==> src/rtl/pixel_write_arbiter_if.sv <==
// pixel_write_arbiter_if
//
// Purpose: bundles the three drawing requesters' pixel handshake and the
// registered pixel write port towards vga_adapter into one connection.
//
// Signals (requester i occupies slice [i*W +: W] of each packed field):
//   req        3      per-requester request
//   last       3      final pixel of requester i's burst
//   x_in       3*XW   packed x coordinates
//   y_in       3*YW   packed y coordinates
//   col_in     3*CW   packed colours
//   gnt        3      one-hot grant; a pixel moves on every req[i] & gnt[i]
//   vga_x      XW     to vga_adapter x
//   vga_y      YW     to vga_adapter y
//   vga_colour CW     to vga_adapter colour
//   vga_plot   1      to vga_adapter plot
//
// Modports: master = drawing side plus VGA consumer, slave = the arbiter.
interface pixel_write_arbiter_if #(
  parameter int XW = 9,
  parameter int YW = 8,
  parameter int CW = 15
);
  logic [2:0]      req;
  logic [2:0]      last;
  logic [3*XW-1:0] x_in;
  logic [3*YW-1:0] y_in;
  logic [3*CW-1:0] col_in;
  logic [2:0]      gnt;
  logic [XW-1:0]   vga_x;
  logic [YW-1:0]   vga_y;
  logic [CW-1:0]   vga_colour;
  logic            vga_plot;

  modport master (
    output req, last, x_in, y_in, col_in,
    input  gnt, vga_x, vga_y, vga_colour, vga_plot
  );

  modport slave (
    input  req, last, x_in, y_in, col_in,
    output gnt, vga_x, vga_y, vga_colour, vga_plot
  );
endinterface

==> src/rtl/pixel_write_arbiter.sv <==
// pixel_write_arbiter
//
// Purpose: shares the single pixel write port of the 320x240, 15-bit-colour
// vga_adapter among three drawing requesters (background/clear, target
// circle, cursor/score overlay). Whole bursts are granted round-robin and
// the winning pixel is registered onto the VGA write port one cycle after
// it transfers. Off-screen pixels complete their handshake but do not plot.
//
// Ports:
//   clk_i           system clock (CLOCK_50)
//   rst_ni          asynchronous active-low reset
//   bus             pixel_write_arbiter_if.slave: req/last/x_in/y_in/col_in
//                   in, gnt and vga_x/vga_y/vga_colour/vga_plot out
//   clear_start_i   single-cycle pulse requesting a full-screen clear
//   clear_colour_i  fill colour, sampled together with clear_start_i
//   clear_busy_o    clear pending or in progress
//
// Build option: define PIXEL_ARB_CLEAR_EN to compile in the full-screen
// clear engine (CLEAR state, pending flag, x/y walk counters). Without it
// clear_start_i/clear_colour_i are ignored and clear_busy_o is tied low.
module pixel_write_arbiter #(
  parameter int XW       = 9,
  parameter int YW       = 8,
  parameter int CW       = 15,
  parameter int SCREEN_W = 320,
  parameter int SCREEN_H = 240
) (
  input  logic                 clk_i,
  input  logic                 rst_ni,
  pixel_write_arbiter_if.slave bus,
  input  logic                 clear_start_i,
  input  logic [CW-1:0]        clear_colour_i,
  output logic                 clear_busy_o
);

`ifdef PIXEL_ARB_CLEAR_EN
  typedef enum logic [1:0] {IDLE, BURST, CLEAR} state_t;
`else
  typedef enum logic {IDLE, BURST} state_t;
`endif

  localparam logic [XW-1:0] X_LIMIT = XW'(SCREEN_W);
  localparam logic [YW-1:0] Y_LIMIT = YW'(SCREEN_H);

  state_t        state_q, state_d;
  logic [1:0]    owner_q, owner_d;
  logic [1:0]    ptr_q, ptr_d;
  logic [XW-1:0] vgaX_q, vgaX_d;
  logic [YW-1:0] vgaY_q, vgaY_d;
  logic [CW-1:0] vgaColour_q, vgaColour_d;
  logic          vgaPlot_q, vgaPlot_d;

  logic          selReq, selLast;
  logic [XW-1:0] selX;
  logic [YW-1:0] selY;
  logic [CW-1:0] selCol;
  logic          onScreen;
  logic [2:0]    gntVec;

`ifdef PIXEL_ARB_CLEAR_EN
  localparam logic [XW-1:0] LAST_X = XW'(SCREEN_W - 1);
  localparam logic [YW-1:0] LAST_Y = YW'(SCREEN_H - 1);

  logic          clearPending_q, clearPending_d;
  logic          clearDone_q, clearDone_d;
  logic [CW-1:0] clearColour_q, clearColour_d;
  logic [XW-1:0] clrX_q, clrX_d;
  logic [YW-1:0] clrY_q, clrY_d;
`endif

  // Requester indices wrap 0 -> 1 -> 2 -> 0.
  function automatic logic [1:0] nextIdx(input logic [1:0] p);
    nextIdx = (p == 2'd2) ? 2'd0 : p + 2'd1;
  endfunction

  // First requesting index found searching upward from the pointer, mod 3.
  function automatic logic [1:0] rrPick(input logic [1:0] ptr, input logic [2:0] r);
    logic [1:0] c0, c1, c2;
    c0 = ptr;
    c1 = nextIdx(c0);
    c2 = nextIdx(c1);
    if (r[c0])      rrPick = c0;
    else if (r[c1]) rrPick = c1;
    else            rrPick = c2;
  endfunction

  // Steer the current owner's handshake and pixel fields out of the packed buses.
  always_comb begin
    selReq  = 1'b0;
    selLast = 1'b0;
    selX    = '0;
    selY    = '0;
    selCol  = '0;
    case (owner_q)
      2'd0: begin
        selReq  = bus.req[0];
        selLast = bus.last[0];
        selX    = bus.x_in[0 +: XW];
        selY    = bus.y_in[0 +: YW];
        selCol  = bus.col_in[0 +: CW];
      end
      2'd1: begin
        selReq  = bus.req[1];
        selLast = bus.last[1];
        selX    = bus.x_in[XW +: XW];
        selY    = bus.y_in[YW +: YW];
        selCol  = bus.col_in[CW +: CW];
      end
      2'd2: begin
        selReq  = bus.req[2];
        selLast = bus.last[2];
        selX    = bus.x_in[2*XW +: XW];
        selY    = bus.y_in[2*YW +: YW];
        selCol  = bus.col_in[2*CW +: CW];
      end
      default: ;
    endcase
  end

  assign onScreen = (selX < X_LIMIT) && (selY < Y_LIMIT);

  // The grant is a pure decode of the registered state, so it changes only on clock edges.
  always_comb begin
    gntVec = 3'b000;
    if (state_q == BURST) begin
      case (owner_q)
        2'd0:    gntVec = 3'b001;
        2'd1:    gntVec = 3'b010;
        2'd2:    gntVec = 3'b100;
        default: gntVec = 3'b000;
      endcase
    end
  end

  // Next-state and next-output logic. The clear request is only ever
  // consulted in IDLE, which is why a clear cannot cut into a burst.
  always_comb begin
    state_d     = state_q;
    owner_d     = owner_q;
    ptr_d       = ptr_q;
    vgaX_d      = vgaX_q;
    vgaY_d      = vgaY_q;
    vgaColour_d = vgaColour_q;
    vgaPlot_d   = 1'b0;
`ifdef PIXEL_ARB_CLEAR_EN
    clearPending_d = clearPending_q;
    clearDone_d    = 1'b0;
    clearColour_d  = clearColour_q;
    clrX_d         = clrX_q;
    clrY_d         = clrY_q;
`endif

    case (state_q)
      IDLE: begin
`ifdef PIXEL_ARB_CLEAR_EN
        if (clearPending_q) begin
          state_d = CLEAR;
        end else
`endif
        if (|bus.req) begin
          owner_d = rrPick(ptr_q, bus.req);
          state_d = BURST;
        end
      end

      BURST: begin
        if (selReq) begin
          vgaX_d      = selX;
          vgaY_d      = selY;
          vgaColour_d = selCol;
          vgaPlot_d   = onScreen;
          if (selLast) begin
            ptr_d   = nextIdx(owner_q);
            state_d = IDLE;
          end
        end
      end

`ifdef PIXEL_ARB_CLEAR_EN
      // Raster walk, x inner and y outer; counters are back at 0 on exit.
      CLEAR: begin
        vgaX_d      = clrX_q;
        vgaY_d      = clrY_q;
        vgaColour_d = clearColour_q;
        vgaPlot_d   = 1'b1;
        if (clrX_q == LAST_X) begin
          clrX_d = '0;
          if (clrY_q == LAST_Y) begin
            clrY_d         = '0;
            clearPending_d = 1'b0;
            clearDone_d    = 1'b1;
            state_d        = IDLE;
          end else begin
            clrY_d = clrY_q + YW'(1);
          end
        end else begin
          clrX_d = clrX_q + XW'(1);
        end
      end
`endif

      default: state_d = IDLE;
    endcase

`ifdef PIXEL_ARB_CLEAR_EN
    if (clear_start_i && !clear_busy_o) begin
      clearPending_d = 1'b1;
      clearColour_d  = clear_colour_i;
    end
`endif
  end

  // State and output registers; reset returns everything to idle at once.
  always_ff @(posedge clk_i or negedge rst_ni) begin
    if (!rst_ni) begin
      state_q     <= IDLE;
      owner_q     <= 2'd0;
      ptr_q       <= 2'd0;
      vgaX_q      <= '0;
      vgaY_q      <= '0;
      vgaColour_q <= '0;
      vgaPlot_q   <= 1'b0;
    end else begin
      state_q     <= state_d;
      owner_q     <= owner_d;
      ptr_q       <= ptr_d;
      vgaX_q      <= vgaX_d;
      vgaY_q      <= vgaY_d;
      vgaColour_q <= vgaColour_d;
      vgaPlot_q   <= vgaPlot_d;
    end
  end

`ifdef PIXEL_ARB_CLEAR_EN
  // Clear engine registers. clearDone_q keeps clear_busy_o high for the
  // cycle in which the final clear pixel is on the VGA port.
  always_ff @(posedge clk_i or negedge rst_ni) begin
    if (!rst_ni) begin
      clearPending_q <= 1'b0;
      clearDone_q    <= 1'b0;
      clearColour_q  <= '0;
      clrX_q         <= '0;
      clrY_q         <= '0;
    end else begin
      clearPending_q <= clearPending_d;
      clearDone_q    <= clearDone_d;
      clearColour_q  <= clearColour_d;
      clrX_q         <= clrX_d;
      clrY_q         <= clrY_d;
    end
  end

  assign clear_busy_o = clearPending_q | clearDone_q;
`else
  logic unusedClear;
  assign unusedClear  = clear_start_i ^ (^clear_colour_i);
  assign clear_busy_o = 1'b0;
`endif

  assign bus.gnt        = gntVec;
  assign bus.vga_x      = vgaX_q;
  assign bus.vga_y      = vgaY_q;
  assign bus.vga_colour = vgaColour_q;
  assign bus.vga_plot   = vgaPlot_q;

endmodule

==> src/flat_wrapper.sv <==
// flat-port wrapper written by rule: the top's interface ports become plain ports
module pixel_write_arbiter_flat 
#(
  parameter int XW       = 9,
  parameter int YW       = 8,
  parameter int CW       = 15,
  parameter int SCREEN_W = 320,
  parameter int SCREEN_H = 240
)
  (clk_i, rst_ni, clear_start_i, clear_colour_i, clear_busy_o, bus_req, bus_last, bus_x_in, bus_y_in, bus_col_in, bus_gnt, bus_vga_x, bus_vga_y, bus_vga_colour, bus_vga_plot);
  pixel_write_arbiter_if #(.XW(XW), .YW(YW), .CW(CW)) bus_i ();
  input  logic clk_i;
  input  logic rst_ni;
  input  logic clear_start_i;
  input  logic [CW-1:0] clear_colour_i;
  output logic clear_busy_o;
  input wire logic [$bits(bus_i.req)-1:0] bus_req;
  input wire logic [$bits(bus_i.last)-1:0] bus_last;
  input wire logic [$bits(bus_i.x_in)-1:0] bus_x_in;
  input wire logic [$bits(bus_i.y_in)-1:0] bus_y_in;
  input wire logic [$bits(bus_i.col_in)-1:0] bus_col_in;
  output wire logic [$bits(bus_i.gnt)-1:0] bus_gnt;
  output wire logic [$bits(bus_i.vga_x)-1:0] bus_vga_x;
  output wire logic [$bits(bus_i.vga_y)-1:0] bus_vga_y;
  output wire logic [$bits(bus_i.vga_colour)-1:0] bus_vga_colour;
  output wire logic [$bits(bus_i.vga_plot)-1:0] bus_vga_plot;
  assign bus_i.req = bus_req;
  assign bus_i.last = bus_last;
  assign bus_i.x_in = bus_x_in;
  assign bus_i.y_in = bus_y_in;
  assign bus_i.col_in = bus_col_in;
  assign bus_gnt = bus_i.gnt;
  assign bus_vga_x = bus_i.vga_x;
  assign bus_vga_y = bus_i.vga_y;
  assign bus_vga_colour = bus_i.vga_colour;
  assign bus_vga_plot = bus_i.vga_plot;
  pixel_write_arbiter #(.XW(XW), .YW(YW), .CW(CW), .SCREEN_W(SCREEN_W), .SCREEN_H(SCREEN_H)) u_core (.clk_i(clk_i), .rst_ni(rst_ni), .bus(bus_i), .clear_start_i(clear_start_i), .clear_colour_i(clear_colour_i), .clear_busy_o(clear_busy_o));
endmodule
==> config.mk <==
export PLATFORM = sky130hd
export DESIGN_NAME = pixel_write_arbiter_flat
export DESIGN_NICKNAME = d
export VERILOG_FILES = /design/src/rtl/pixel_write_arbiter_if.sv /design/src/rtl/pixel_write_arbiter.sv /design/src/flat_wrapper.sv
export SDC_FILE = /design/constraint.sdc
export NUM_CORES = 1
export LEC_CHECK = 0
export CAP_MARGIN = 40
export CORE_UTILIZATION = 36
export DETAILED_ROUTE_END_ITERATION = 8
export PLACE_DENSITY = 0.81
export SETUP_SLACK_MARGIN = 0.15
export SLEW_MARGIN = 20
export SYNTH_ARGS = -nofsm -noshare
export SYNTH_HDL_FRONTEND = slang
export SYNTH_SLANG_ARGS = --single-unit
==> constraint.sdc <==
create_clock -name clk_i -period 1.95 [get_ports clk_i]
set_clock_uncertainty 0.05 [all_clocks]
set_input_delay 0.2925 -clock clk_i [delete_from_list [all_inputs] [get_ports clk_i]]
set_output_delay 0.2925 -clock clk_i [all_outputs]
set_load 0.05 [all_outputs]
==> summary.md <==
| Metric | Value |
|---|---|
| DPL Wire Length | 5161 um |
| Post-CTS Setup Repair Bufs | 0 |
| Post-placement setup slack | 0.02360 ns |
| Clock transition at path regs | 0.07 ns |
| Flops & latches, synth | 38 |
| Sequential share of the synthesized area | 0.4013 |
| Storage cell area | 953.4 sq um |
| N_diodes | 0 |
| Number of enable flip-flop cells after synthesis | 0 |
| VDD IR max | 0.001236 V |
| Routed WL per cell | 15.04 um |
| Max-cap viol count | 0 |
| # port buffers | 139 |
| Die ar. | 0.006911 sq mm |
| Initial core utilization | 0.3732 |
| Vias per inst | 4.912 |
| CP Data Required Time | 1.61 ns |
| Clock power frac | 0.079 |
| Vias in the first global route | 2399 |
| Met3 wire length | 401 um |
| Post-DRT Antenna Nets | 0 |
| GP Congestion | 0.8883 |
| Status | finished clean |
| Slowest Stage Delay on Critical Path | 0.80 ns |
| Leakage | 0.002077 uW |
| H-Tree Depth | 2 |
| Top post-synthesis cells by area | dfrtp_1 (40%), mux2_4 (18%), mux2i_1 (15%) |
| Final setup fails | 0 |
| Switch share | 0.4635 |
| Min setup slack post-route | 0.1721 ns |
| # IOs | 157 |
| Avg Inst Size Synth | 10.92 sq um |
| FFs w/ async S/R, synth | 1.000 |
| Net Sw Power | 3122 uW |
| Final wirelength | 6634 um |
| Setup_tns | 0 ns |
| Layout Nets | 484 |
| Fmax | 0.5625 GHz |
| Pre-Repair DR Iteration Count | 4 |
| Max layer used | met4 |
| CP endpoint kind | output pin |
| Comb pwr share | 0.713 |
| Post-Syn Instances | 217 |
| CTS buffer count | 5 |
| WL met2 | 3372 um |
| Post-synth top area cell | dfrtp_1 |
| Largest net degree at the start of global routing | 23 |
| Max FO, Critical Path | 2 |
| Startpoint Class | register |
| Syn_nets | 337 |
| Synth top area share | 0.4013 |
| Internal Pwr Total | 3613 uW |
| Die Span X | 83.14 um |
| Minimum clock period | 1.778 ns |
| CTS tree | built |
| Gr ovfl total | 0 |
| Global-route wire length before repair | 11390 um |
| Top_reg_cell synth | dfrtp_1 |
| Buf/Inv on CP | 1 |
| Fillers | 517 |
| Root Driver | clkbuf_8 |
| Layout overhead on the synthesized area | 72.33% |
| Worst slew pin tran | 0.5414 ns |
| GRT Total Usage | 0.2027 |
| Row cnt | 29 |
| Slew Viols, Final | 0 |
| CP delay by family, top | buffers and inverters |
| PD cells | 1649 mW/mm^2 |
| Initial antenna violation count | 0 |
| Cell breakdown of the critical path | clkdlybuf4s50_1 |
| Critical path class | reg -> out |
| Share of cells above drive strength 1 | 0.1758 |
| Max Root-Sink Buffers | 2 |
| M1 WL | 2685 um |
| Reg2reg path depth | 5 |
| Register share of total power | 0.208 |
| Num Clock Sinks | 38 |
| Synth warnings | 0 |
| Levels on crit path | 1 |
| Final Hold Fails | 0 |
| CP max-delay cell | clkdlybuf4s50_1 |
| Mapped cell area | 0.002370 sq mm |
| Clk_lat worst skew | 0.28 ns |
| RSZ-0062 raised after global routing | no |
| Core ar. | 0.006350 sq mm |
| Worst min-delay path category | in -> async |
| DR vias | 2166 |
| Critical Path AT | 1.44 ns |
| Initial DRC count | 87 |
| Final period util | 0.9117 |
| DIE HEIGHT | 83.14 um |
| Multi-input combinational cell area | 0.001336 sq mm |
| Slew headroom | 0.6405 |
| DRC viols | 0 |
| Post-synth cell types | 31 |
[final timing paths]
check / from / to / slack (ns)
max in group asynchronous: rst_ni / u_core.bus.vga_x[5]$_DFFE_PN0P_ / 0.78
setup / recovery: u_core.bus.vga_y[2]$_DFFE_PN0P_ / bus_vga_y[2] / 0.17
hold reg to reg: u_core.bus.vga_x[3]$_DFFE_PN0P_ / u_core.bus.vga_x[3]$_DFFE_PN0P_ / 0.46
min in group clk_i: u_core.bus.vga_x[3]$_DFFE_PN0P_ / u_core.bus.vga_x[3]$_DFFE_PN0P_ / 0.46
setup reg to reg: u_core.owner_q[0]$_DFFE_PN0P_ / u_core.bus.vga_plot$_DFF_PN0_ / 0.24
hold / removal: rst_ni / u_core.state_q$_DFF_PN0_ / 0.44
[layout make-up]
type	count	area share
tap	77	0.02359
inverter	2	0.001838
sequential	38	0.2335
clock buffer	7	0.02114
multi-input combinational	160	0.3272
timing repair buffer	157	0.3928
[cell usage after synthesis, types with 4 or more instances]
| cell type | instances |
|---|---|
| a21oi_1 | 5 |
| nand2_1 | 30 |
| buf_2 | 5 |
| nor2_1 | 4 |
| o21ai_0 | 29 |
| a31oi_1 | 4 |
| dfrtp_1 | 38 |
| mux2i_1 | 35 |
| mux2_4 | 29 |
| clkbuf_1 | 6 |
[timing repair]
item	CTS	global route
resized for setup	14	18
setup endpoints to repair	14	18
hold buffers	1	0
hold endpoints to repair	18	0
[metrics by stage]
stage | hold slack (ns) | power, uW | instances | cell area, sq um | utilization
6_report | 0.4414 | 6735 | 441 | 4084 | 0.6432
5_1_grt | 0.4769 | 7128 | 441 | 4084 | 0.6432
4_1_cts | 0.4536 | 6809 | 441 | 4036 | 0.6357
3_5_place_dp | 0.2117 | 6359 | 433 | 3958 | 0.6233
3_3_place_gp | 0.1943 | 6276 | 433 | 3958 | 0.6233
2_1_floorplan | -0.05309 | 4799 | 217 | 2394 | -
[power by group through the flow]
stage / sequential, uW / clock [uW] / combinational (uW)
6_report: 1400 / 535 / 4800
4_1_cts: 1400 / 545 / 4860
2_1_floorplan: 2520 / 0 / 2280
3_5_place_dp: 1420 / 0 / 4940
5_1_grt: 1450 / 580 / 5100
3_3_place_gp: 1400 / 0 / 4870
[placed cells by master, fill, tap and decap left out, drive strengths merged, types with 2 or more instances in the layout]
master / synthesis / final
clkdlybuf4s50: 0 / 104
a31oi: 4 / 4
nand2: 31 / 31
dfrtp: 38 / 38
nand2b: 3 / 3
a21boi: 2 / 2
o2bb2ai: 2 / 2
mux2: 30 / 30
dlygate4sd2: 0 / 14
mux2i: 35 / 35
nor3: 2 / 2
clkbuf: 6 / 7
o21ai: 29 / 29
a21oi: 5 / 5
a2bb2oi: 3 / 3
dlymetal6s2s: 0 / 17
buf: 11 / 21
inv: 2 / 2
nor2: 4 / 4
[per-layer routing]
layer  global-route usage  vias up
met2               0.3599       75
met4              0.08150        0
met5                    0        -
li1                     -     1065
met3              0.04573       16
met1               0.2352     1010
[state kept, by name, indices dropped and copies added, names as in the netlist]
register and cells:
u_core.bus.vga_y 8, u_core.bus.vga_x 9, u_core.ptr_q 2, u_core.owner_q 2
u_core.bus.vga_colour 15, u_core.state_q 1, u_core.bus.vga_plot 1
[logic make-up (layout without fill, tap and decap cells)]
kind of cell           count (synthesis)  in the layout  synth area share
AO/OA/AOI/OAI                         49             49            0.1294
buffers and inverters                 19            166           0.04699
flip-flops                            38             38            0.4013
multiplexers                          65             65            0.3363
other                                  1              1          0.001582
AND/OR/NAND/NOR                       45             45           0.08448
Note: power is estimated with default switching activity, not from simulation.
